<file path="src/rtl/ftoi_pipe.sv">
// ftoi_pipe
// ---------------------------------------------------------------------------
// Pipelined IEEE-754 single-precision float to 32-bit signed integer
// converter. This is the inverse of the integer-to-float unit. One operand
// is accepted per cycle, and each result appears two cycles after the
// operand is accepted.
//
// Rounding modes
//   0 = round to nearest, ties away from zero
//   1 = truncate toward zero
// The rounding mode is captured together with the operand, so a mode
// change never affects operations that are already in flight.
//
// Out-of-range inputs saturate, and status flags are raised for the core's
// exception logic.
//
// Ports
//   clk          clock; all state updates on the rising edge
//   rst          asynchronous active-high reset; drops everything in flight
//   in_valid     operand valid
//   in_ready     converter can accept the operand this cycle
//   x            float operand {sign, exp[7:0], frac[22:0]}
//   rm_override  1 = use rm_in instead of ROUND_DEFAULT
//   rm_in        per-operation rounding mode
//   out_valid    result valid
//   out_ready    consumer accepts the result
//   y            two's-complement integer result
//   inexact      the discarded fraction was nonzero (and no saturation)
//   invalid      NaN, infinity or out of range; y is saturated
// ---------------------------------------------------------------------------
module ftoi_pipe #(
    parameter logic ROUND_DEFAULT = 1'b0
) (
    input  logic        clk,
    input  logic        rst,
    input  logic        in_valid,
    output logic        in_ready,
    input  logic [31:0] x,
    input  logic        rm_override,
    input  logic        rm_in,
    output logic        out_valid,
    input  logic        out_ready,
    output logic [31:0] y,
    output logic        inexact,
    output logic        invalid
);

    // Both stages share one enable. The pipeline only stalls when the
    // output register holds a result that the consumer has not taken yet.
    // Bubbles move through the pipeline like data and are not squeezed out.
    logic en;

    assign en       = !out_valid || out_ready;
    assign in_ready = en;

    // ------------------------------------------------------------------
    // Stage 1 input decode and alignment (combinational, from x)
    // ------------------------------------------------------------------
    logic        sgn_c;
    logic [7:0]  exp_c;
    logic [22:0] frac_c;
    logic [23:0] mant_c;
    logic        rm_c;

    assign sgn_c  = x[31];
    assign exp_c  = x[30:23];
    assign frac_c = x[22:0];
    assign mant_c = {1'b1, frac_c};
    assign rm_c   = rm_override ? rm_in : ROUND_DEFAULT;

    // The value is mant * 2^(exp-150).
    //
    // Left shift (exp >= 150): only exponents 150..157 reach the general
    // path, because 158 and above are caught as "big". That means only the
    // low three bits of (exp-150) matter. Since 150 mod 8 = 6, those bits
    // are exp[2:0]-6.
    //
    // Right shift (exp < 150): the mantissa is placed above a 25-bit
    // field, which leaves room for the guard bit and the sticky bits.
    // A right shift of 24 (exp == 126) still leaves the hidden one in the
    // guard position. Anything smaller is "tiny" and has its own handling,
    // so the shift is clamped to 25.
    logic [2:0]  lsh_c;
    logic [7:0]  rsh_c;
    logic [4:0]  rsh_clip_c;
    logic [48:0] ext_c;
    logic [31:0] int_c;
    logic        g_c;
    logic        st_c;

    assign lsh_c      = exp_c[2:0] - 3'd6;
    assign rsh_c      = 8'd150 - exp_c;
    assign rsh_clip_c = (rsh_c > 8'd25) ? 5'd25 : rsh_c[4:0];
    assign ext_c      = {mant_c, 25'd0} >> rsh_clip_c;

    // Pick the integer part, guard bit and sticky bit. When the shift is
    // to the left, the result is exact, so no fraction bits are discarded.
    always_comb begin
        int_c = 32'd0;
        g_c   = 1'b0;
        st_c  = 1'b0;
        if (exp_c >= 8'd150) begin
            int_c = {8'd0, mant_c} << lsh_c;
        end else begin
            int_c = {8'd0, ext_c[48:25]};
            g_c   = ext_c[24];
            st_c  = |ext_c[23:0];
        end
    end

    // Operand classes, evaluated in stage 1 so that stage 2 only has to
    // select the result.
    logic zero_c, denorm_c, nan_c, inf_c, big_c, tiny_c, negmin_c;

    assign zero_c   = (exp_c == 8'd0);
    assign denorm_c = (exp_c == 8'd0) && (frac_c != 23'd0);
    assign nan_c    = (exp_c == 8'hFF) && (frac_c != 23'd0);
    assign inf_c    = (exp_c == 8'hFF) && (frac_c == 23'd0);
    assign big_c    = (exp_c >= 8'd158);
    assign tiny_c   = (exp_c < 8'd126);
    assign negmin_c = (x == 32'hCF00_0000);

    // ------------------------------------------------------------------
    // Stage 1 registers
    // ------------------------------------------------------------------
    logic        s1_valid;
    logic        s1_sign;
    logic        s1_rm;
    logic [31:0] s1_int;
    logic        s1_g;
    logic        s1_st;
    logic        s1_zero;
    logic        s1_denorm;
    logic        s1_nan;
    logic        s1_inf;
    logic        s1_big;
    logic        s1_tiny;
    logic        s1_negmin;

    // The stage-1 valid bit is the only stage-1 state that reset clears.
    always_ff @(posedge clk or posedge rst) begin
        if (rst) begin
            s1_valid <= 1'b0;
        end else if (en) begin
            s1_valid <= in_valid;
        end
    end

    // Stage-1 data loads on every enabled cycle. These registers are not
    // reset: they only matter when the valid bit that travels with them
    // is set.
    always_ff @(posedge clk) begin
        if (en) begin
            s1_sign   <= sgn_c;
            s1_rm     <= rm_c;
            s1_int    <= int_c;
            s1_g      <= g_c;
            s1_st     <= st_c;
            s1_zero   <= zero_c;
            s1_denorm <= denorm_c;
            s1_nan    <= nan_c;
            s1_inf    <= inf_c;
            s1_big    <= big_c;
            s1_tiny   <= tiny_c;
            s1_negmin <= negmin_c;
        end
    end

    // ------------------------------------------------------------------
    // Stage 2 rounding, sign and boundary selection (combinational)
    // ------------------------------------------------------------------
    logic [31:0] mag_c;
    logic [31:0] signed_c;
    logic [31:0] y_c;
    logic        inexact_c;
    logic        invalid_c;

    // Rounding works on the magnitude. Adding the guard bit therefore
    // rounds ties away from zero for either sign. The largest magnitude
    // on this path is below 2^31, so the add cannot overflow.
    assign mag_c    = s1_int + {31'd0, (!s1_rm && s1_g)};
    assign signed_c = s1_sign ? (32'd0 - mag_c) : mag_c;

    // The special cases are checked in priority order. NaN and infinity
    // are tested before "big", because exponent 255 is also >= 158.
    // -2^31 is the one big value that is exactly representable.
    always_comb begin
        y_c       = signed_c;
        inexact_c = s1_g || s1_st;
        invalid_c = 1'b0;
        if (s1_nan) begin
            y_c       = 32'h7FFF_FFFF;
            inexact_c = 1'b0;
            invalid_c = 1'b1;
        end else if (s1_inf) begin
            y_c       = s1_sign ? 32'h8000_0000 : 32'h7FFF_FFFF;
            inexact_c = 1'b0;
            invalid_c = 1'b1;
        end else if (s1_negmin) begin
            y_c       = 32'h8000_0000;
            inexact_c = 1'b0;
        end else if (s1_big) begin
            y_c       = s1_sign ? 32'h8000_0000 : 32'h7FFF_FFFF;
            inexact_c = 1'b0;
            invalid_c = 1'b1;
        end else if (s1_zero) begin
            y_c       = 32'd0;
            inexact_c = s1_denorm;
        end else if (s1_tiny) begin
            // A normal number below 0.5 rounds to zero in both modes,
            // and because it is nonzero the result is always inexact.
            y_c       = 32'd0;
            inexact_c = 1'b1;
        end
    end

    // ------------------------------------------------------------------
    // Stage 2 output register
    // ------------------------------------------------------------------
    // The outputs are reset so the core sees clean zeros during reset.
    // While the stage is stalled they hold, so y and the flags stay stable
    // until the consumer takes them.
    always_ff @(posedge clk or posedge rst) begin
        if (rst) begin
            out_valid <= 1'b0;
            y         <= 32'd0;
            inexact   <= 1'b0;
            invalid   <= 1'b0;
        end else if (en) begin
            out_valid <= s1_valid;
            y         <= y_c;
            inexact   <= inexact_c;
            invalid   <= invalid_c;
        end
    end

endmodule

</file>
<file path="config.mk">
export PLATFORM = sky130hd
export DESIGN_NAME = ftoi_pipe
export DESIGN_NICKNAME = d
export VERILOG_FILES = /design/src/rtl/ftoi_pipe.sv
export SDC_FILE = /design/constraint.sdc
export NUM_CORES = 1
export LEC_CHECK = 0
export ABC_AREA = 1
export CAP_MARGIN = 20
export CORE_UTILIZATION = 39
export CTS_BUF_LIST = sky130_fd_sc_hd__clkbuf_4 sky130_fd_sc_hd__clkbuf_8 sky130_fd_sc_hd__clkbuf_16
export DETAILED_ROUTE_END_ITERATION = 8
export GPL_ROUTABILITY_DRIVEN = 0
export GPL_TIMING_DRIVEN = 0
export MAX_ROUTING_LAYER = met4
export PLACE_DENSITY = 0.7
export SLEW_MARGIN = 20
export SYNTH_ARGS = -nofsm -noshare
export SYNTH_HDL_FRONTEND = slang
export SYNTH_SLANG_ARGS = --single-unit
</file>
<file path="constraint.sdc">
create_clock -name clk -period 5.54 [get_ports clk]
set_input_delay 0.554 -clock clk [delete_from_list [all_inputs] [get_ports clk]]
set_output_delay 0.554 -clock clk [all_outputs]
set_load 0.05 [all_outputs]
</file>
==> results.yml, run 1 <==
synth:
  synth-edff-count: 42
  syn-num-nets: 1211
  syn_avg_cell_area_sq_um: 6.400
  ys_seq_area_share_pct: 29.05
  synth_area_sq_um: 7443
  ys_ff_latch: 78
  synth_area_leader_cell: "nand2_1"
  synthArstFlopShare_pct: 46.15
  synthTopCellsByArea: "nand2_1 17%, edfxtp_1 17%, dfrtp_1 12%"
  synthCells: 1163
  yosysWarnings: 0
  synth.distinct_cells: 54
  synth_top_cell_area_share_pct: 17.10
  synthFlopType: "edfxtp_1"
sta:
  whs_ns: 0.4517
  fin_crit_sh_pct: 77.55
  setup_violations: 0
  finalHoldViolCount: 0
  worst_pin_slew_ns: 0.8338
  skew_ns: 0.005861
  relSlewSlack_pct: 44.08
  tns_ns: 0
  layout_min_cycle_time_ns: 4.296
  fmax_mhz: 232.8
  rsz0062_at_grt: "false"
  slew_violations: 0
drt:
  routed-via-count: 7937
  wl_per_cell_um: 14.47
  drt_pass1_iterations: 5
  vias_per_cell: 5.345
  drc: 0
  drt_iter0_markers: 545
  wl_um: 21490
  ant_nets: 0
clock_network:
  cts_buffer_depth: 2
  htreeDepth: 3
  clk_latency_ns: 0.34
  post_cts_buffers: 0
  cts_tree: "yes"
  post_cts_resized: 0
  hold_buffers: 0
  cts_inserted_buffers: 9
  cts_root_buffer: "clkbuf_16"
  cts_sinks: 78
  path_clk_slew_ns: 0.06
cells_and_area:
  num_antenna_cells: 0
  largest-register: "y"
  largest_register_ffs: 32
  area_growth_pct: 17.82
  final_area_sq_um: 8770
  fill_cells: 1979
  drive_above_1_share_pct: 6.715
  fin_util_pct: 46.88
  top_regs: "y: 32 flops, s1_int: 31 flops"
  stdcell_count: 1485
  final_nets: 1294
setup_path:
  crit_path_end_kind: "register"
  setup.worst_path.class: "in -> reg"
  cp-start-kind: "input port"
  slowest_stage: "clkdlybuf4s50_1"
  worstPathCellList: "clkdlybuf4s50_1 > clkbuf_1 > clkinv_1 > buf_1 > ha_1 > o21ai_0 > nand3_2 > nand4_1 > buf_2 > nand2_1 > nand3_1 > nand3_1 > nand2_1 > nand2_1 > nand2_1 > nand3_1 > nor2_1 > nand3_1 > nand2_1 > a21oi_1"
  crit_arrival_ns: 4.38
  cp_slowest_stage_delay_ns: 0.58
  cp.required_ns: 5.63
  worstPathMaxFanout: 12
  cpMostUsedCell: "nand2_1"
global_routing:
  grt_pass1_wl_um: 35510
  grt_overflow_total: 0
  grt_pass1_vias: 7353
  grt_max_degree: 53
  antenna_found_initial: 0
  grt.total_usage_pct: 23.11
job:
  drv_cap: 0
placement:
  hpwl_um: 17480
  dpl.cell_count: 1469
  dpl_cell_area_sq_um: 8461
  io_buffer_count: 72
power_and_ir_drop:
  leakagePower_nw: 3.917
  p_per_area_nw_per_um2: 276.4
  peakVddDrop_uv: 171.3
outcome:
  status: "finished, final reports clean"
floorplan:
  start_util_pct: 39.79
  die_x_um: 140.2
  io_pins: 74
  dieArea_sq_um: 19640
  die_height_um: 140.2
  coreArea_sq_um: 18710
  row_count: 50
hold_path:
  hp-class: "reg -> reg"
[final timing paths]
path / startpoint / to / slack, ns / depth (start not counted)
worst max-delay path: x[24] / s1_st / 1.24 / 20
worst min-delay path: s1_valid / out_valid / 0.45 / 2
worst max register to register: s1_g / y[31] / 2.35 / 20
worst min register to register: s1_valid / out_valid / 0.45 / 2
max in group asynchronous: rst / out_valid / 4.40 / 2
min in group asynchronous: rst / invalid / 0.66 / 2
[logic make-up (layout without fill, tap and decap cells)]
group	Yosys count	count (layout)	synth area share [%]
and+or+nand+nor	693	693	41.74
AOI/OAI and AO/OA	180	180	13.72
buffers and inverters	168	256	9.312
DFF	78	78	29.05
xor gates and xnor gates	25	25	3.295
adders and majority gates	10	10	1.681
muxes	9	9	1.210
[cells in the mapped netlist, drive strengths merged (2+ instances only)]
| cell type | count |
|---|---|
| nand4 | 28 |
| nor4 | 8 |
| nand3b | 2 |
| o211ai | 5 |
| o221ai | 14 |
| a21oi | 55 |
| a31oi | 2 |
| a22oi | 3 |
| nor2 | 117 |
| clkinv | 5 |
| clkbuf | 29 |
| xnor2 | 7 |
| nand2 | 349 |
| nand3 | 162 |
| o22ai | 6 |
| edfxtp | 42 |
| dfrtp | 36 |
| nor3b | 2 |
| a21o | 2 |
| buf | 25 |
| xor2 | 18 |
| inv | 109 |
| ha | 10 |
| o21ai | 84 |
| mux2i | 9 |
| o31ai | 3 |
| nor3 | 20 |
| or2 | 4 |
[worst max-delay path: cells and delay by family]
kind	cells	cell delay [ns]
AO/OA/AOI/OAI	2	0.26
adder cells (fa/ha/maj)	1	0.29
buffers and inverters	5	1.97
AND/OR/NAND/NOR	12	1.26
[cell type report]
type                    count  area, sq um  share of cell area (%)
multi-input cells         917         4588                   52.32
flip-flops and latches     78         2162                   24.65
repair buffers             72        720.7                   8.218
inverters                 114        432.9                   4.937
well taps                 234        292.8                   3.339
plain buffers              54        264.0                   3.010
clock buffers              10        239.0                   2.725
clock inverters             6        70.07                  0.7990
[power breakdown]
part	internal [W]	leakage [nW]	total, W	switching, W
Sequential	0.000731	0.861	0.000800	0.0000684
Combinational	0.000328	2.91	0.00103	0.000697
Clock	0.000363	0.141	0.000599	0.000236
Total	0.00142	3.92	0.00242	0.00100
[cell usage in the layout (no fill, tap or decap), drive strengths merged, types with 8 or more instances in the layout]
master         count
buf               25
nand4             28
inv              110
o221ai            14
nor2             117
nor3              20
mux2i              9
nand3            162
o21ai             84
edfxtp            42
dfrtp             36
nor4               8
xor2              18
nand2            349
ha                10
clkdlybuf4s50     72
clkbuf            39
a21oi             55
[stage by stage]
stage                     setup slack, ns  power, W
after floorplan                     2.297  0.001522
after detailed placement           0.9602  0.001831
after global routing               0.9206  0.002575
after global placement             0.6298  0.001821
final                               1.244  0.002424
after CTS                           1.309  0.002432
[metal layers]
layer	vias up	share of wire (%)	GRT usage (%)
met5	-	0	-
li1	4083	-	-
met2	285	46	37.16
met4	0	4.6	12.55
met3	74	4.7	1.949
met1	3495	45	28.86
No activity file was read; power rests on OpenSTA's default activity.
==> run 2: changes to the inputs <==
==> constraint.sdc (replaced) <==
create_clock -name clk -period 4.5 [get_ports clk]
set_input_delay 0.45 -clock clk [delete_from_list [all_inputs] [get_ports clk]]
set_output_delay 0.45 -clock clk [all_outputs]
set_load 0.05 [all_outputs]
==> run 2 against run 1 <==
  * Non-clock buffer count did not move
  * Total power rose by 23%
  * Clock-buffer cell count stayed put
  * Sequential share of layout area barely moved
  * Die area unchanged
  * Clock skew is essentially flat
  * First-iteration DRC count stayed put
  * Critical path depth did not move
  * Utilization about the same
  * Cell area barely moved
  * Final cell count is the same
  * Sequential power rose by 23%
  * Largest cell class unchanged
==> results.yml, run 2 (synthesized netlist as in run 1, its figures left out) <==
outcome:
  status: "finished, final reports clean"
hold_path:
  hp-class: "reg -> reg"
floorplan:
  dieArea_sq_um: 19640
  start_util_pct: 39.79
  io_pins: 74
  coreArea_sq_um: 18710
  row_count: 50
  die_x_um: 140.2
  die_height_um: 140.2
placement:
  dpl.cell_count: 1469
  hpwl_um: 17480
  io_buffer_count: 72
setup_path:
  crit_arrival_ns: 4.06
  slowest_stage: "clkdlybuf4s50_1"
  cpMostUsedCell: "nand2_1"
  cp-start-kind: "input port"
  setup.worst_path.class: "in -> reg"
  critPathBufInv: 5
  worstPathCellList: "clkdlybuf4s50_1 > clkbuf_2 > clkinv_1 > buf_1 > ha_1 > o21ai_0 > nand3_2 > nand4_1 > buf_2 > nand2_1 > nand3_1 > nand3_1 > nand2_1 > nand2_1 > nand2_1 > nand3_1 > nor2_1 > nand3_1 > nand2_1 > a21oi_1"
  critPathTopFamily: "buffers and inverters"
  crit_path_end_kind: "register"
  worstPathMaxFanout: 12
  cp.required_ns: 4.59
  cp_slowest_stage_delay_ns: 0.58
global_routing:
  grt.total_usage_pct: 23.11
  grt_pass1_wl_um: 35510
  grt_max_degree: 53
  antenna_found_initial: 0
  grt_pass1_vias: 7353
  grt_overflow_total: 0
power_and_ir_drop:
  leakagePower_nw: 3.920
  p_per_area_nw_per_um2: 340.3
  p_switching_w: 0.001233
  intPower_w: 0.001751
  power_w: 0.002984
  comb_power_share_pct: 42.3
  peakVddDrop_uv: 210.8
  switching_share_pct: 41.32
  clock_power_share_pct: 24.7
  seq_power_share_pct: 33.0
cells_and_area:
  most-common-layout-cells: "339 x nand2_1, 156 x nand3_1, 106 x nor2_1"
  final_common_cell: "nand2_1"
  final_nets: 1294
  largest-register: "y"
  largest_register_ffs: 32
  top_regs: "y: 32 flops, s1_int: 31 flops"
  num_antenna_cells: 0
  fill_cells: 1979
  stdcell_count: 1485
  drive_above_1_share_pct: 6.795
  area_growth_pct: 17.83
sta:
  fmax_mhz: 251.7
  slew_violations: 0
  skew_ns: 0.005861
  worst_pin_slew_ns: 0.8338
  finalHoldViolCount: 0
  rsz0062_at_grt: "false"
  relSlewSlack_pct: 44.08
  fin_crit_sh_pct: 88.29
  setup_violations: 0
  layout_min_cycle_time_ns: 3.973
clock_network:
  clk_latency_ns: 0.34
  cts_root_buffer: "clkbuf_16"
  path_clk_slew_ns: 0.06
  cts_sinks: 78
  cts_tree: "yes"
  cts_inserted_buffers: 9
  cts_buffer_depth: 2
  htreeDepth: 3
  post_cts_buffers: 0
drt:
  drc: 0
  routed-via-count: 7902
  wl_um: 21480
  wl_met1_um: 9664
  ant_nets: 0
  routed.top_layer: "met4"
  dr_wl_met3_um: 937
  vias_per_cell: 5.321
  dr_wl_met2_um: 9845
  drt_iter0_markers: 545
  drt_pass1_iterations: 5
  wl_per_cell_um: 14.46
job:
  drv_cap: 0
run 2: cell count changes in the layout (fill, tap and decap cells not counted):
cell,delta
clkbuf_1,-1
clkbuf_2,+1
run 2: tightest hold or removal path, stage by stage, from the launching register on:
cell and delay, ns:
dfrtp_1 0.32, inv_1 0.04, nand2_1 0.05
run 2: area by class of cell:
| type | count | area, sq um | share of cell area (%) |
|---|---|---|---|
| flip-flops and latches | 78 | 2162 | 24.65 |
| multi-input cells | 917 | 4588 | 52.31 |
| repair buffers | 72 | 720.7 | 8.217 |
| well taps | 234 | 292.8 | 3.338 |
| clock inverters | 6 | 70.07 | 0.7989 |
| plain buffers | 54 | 265.3 | 3.024 |
| inverters | 114 | 432.9 | 4.936 |
| clock buffers | 10 | 239.0 | 2.725 |
run 2: path summary, 6_finish.rpt:
check,from,end,slack [ns],depth (start not counted)
setup / recovery,x[24],s1_st,0.53,20
hold / removal,s1_valid,out_valid,0.45,2
setup reg to reg,s1_g,y[31],1.31,20
hold reg to reg,s1_valid,out_valid,0.45,2
max in group asynchronous,rst,out_valid,3.46,2
min in group asynchronous,rst,invalid,0.56,2
run 2: power by group through the flow:
stage / sequential, W / combinational (W) / clock [W]
finish: 0.000984 / 0.00126 / 0.000737
global placement: 0.000998 / 0.00124 / 0
global route: 0.00100 / 0.00138 / 0.000784
detailed placement: 0.00100 / 0.00125 / 0
CTS: 0.000987 / 0.00126 / 0.000750
floorplan: 0.00125 / 0.000623 / 0
run 2: through the flow:
step	utilization, %	area [sq um]	worst slack (ns)	hold slack, ns	setup TNS (ns)
4_1_cts	46.88	8770	0.3732	0.4486	0
3_5_place_dp	45.23	8461	0.02422	0.4316	0
5_1_grt	46.89	8771	0.2060	0.4891	0
6_report	46.89	8771	0.5268	0.4518	0
3_3_place_gp	45.21	8457	-0.2022	0.4290	-0.2022
2_1_floorplan	-	7443	1.361	0.4198	0
run 2: timing repair:
action	CTS	global route
gates resized for setup	0	2
endpoints found under the setup margin	0	1
hold endpoints to repair	0	0
hold buffers	0	0
run 2: per-layer routing:
layer / up-vias / track usage, %
met5: - / -
met4: 0 / 12.55
met3: 76 / 1.949
met2: 261 / 37.16
met1: 3482 / 28.86
li1: 4083 / -
==> run 3: changes to the inputs <==
--- a/config.mk
+++ b/config.mk
@@ -14,6 +14,7 @@
 export GPL_TIMING_DRIVEN = 0
 export MAX_ROUTING_LAYER = met4
 export PLACE_DENSITY = 0.7
+export SKIP_CTS_REPAIR_TIMING = 1
 export SLEW_MARGIN = 20
 export SYNTH_ARGS = -nofsm -noshare
 export SYNTH_HDL_FRONTEND = slang
==> results of run 3 <==
Same layout as run 2: the final DEF is identical, and so are final timing and power.
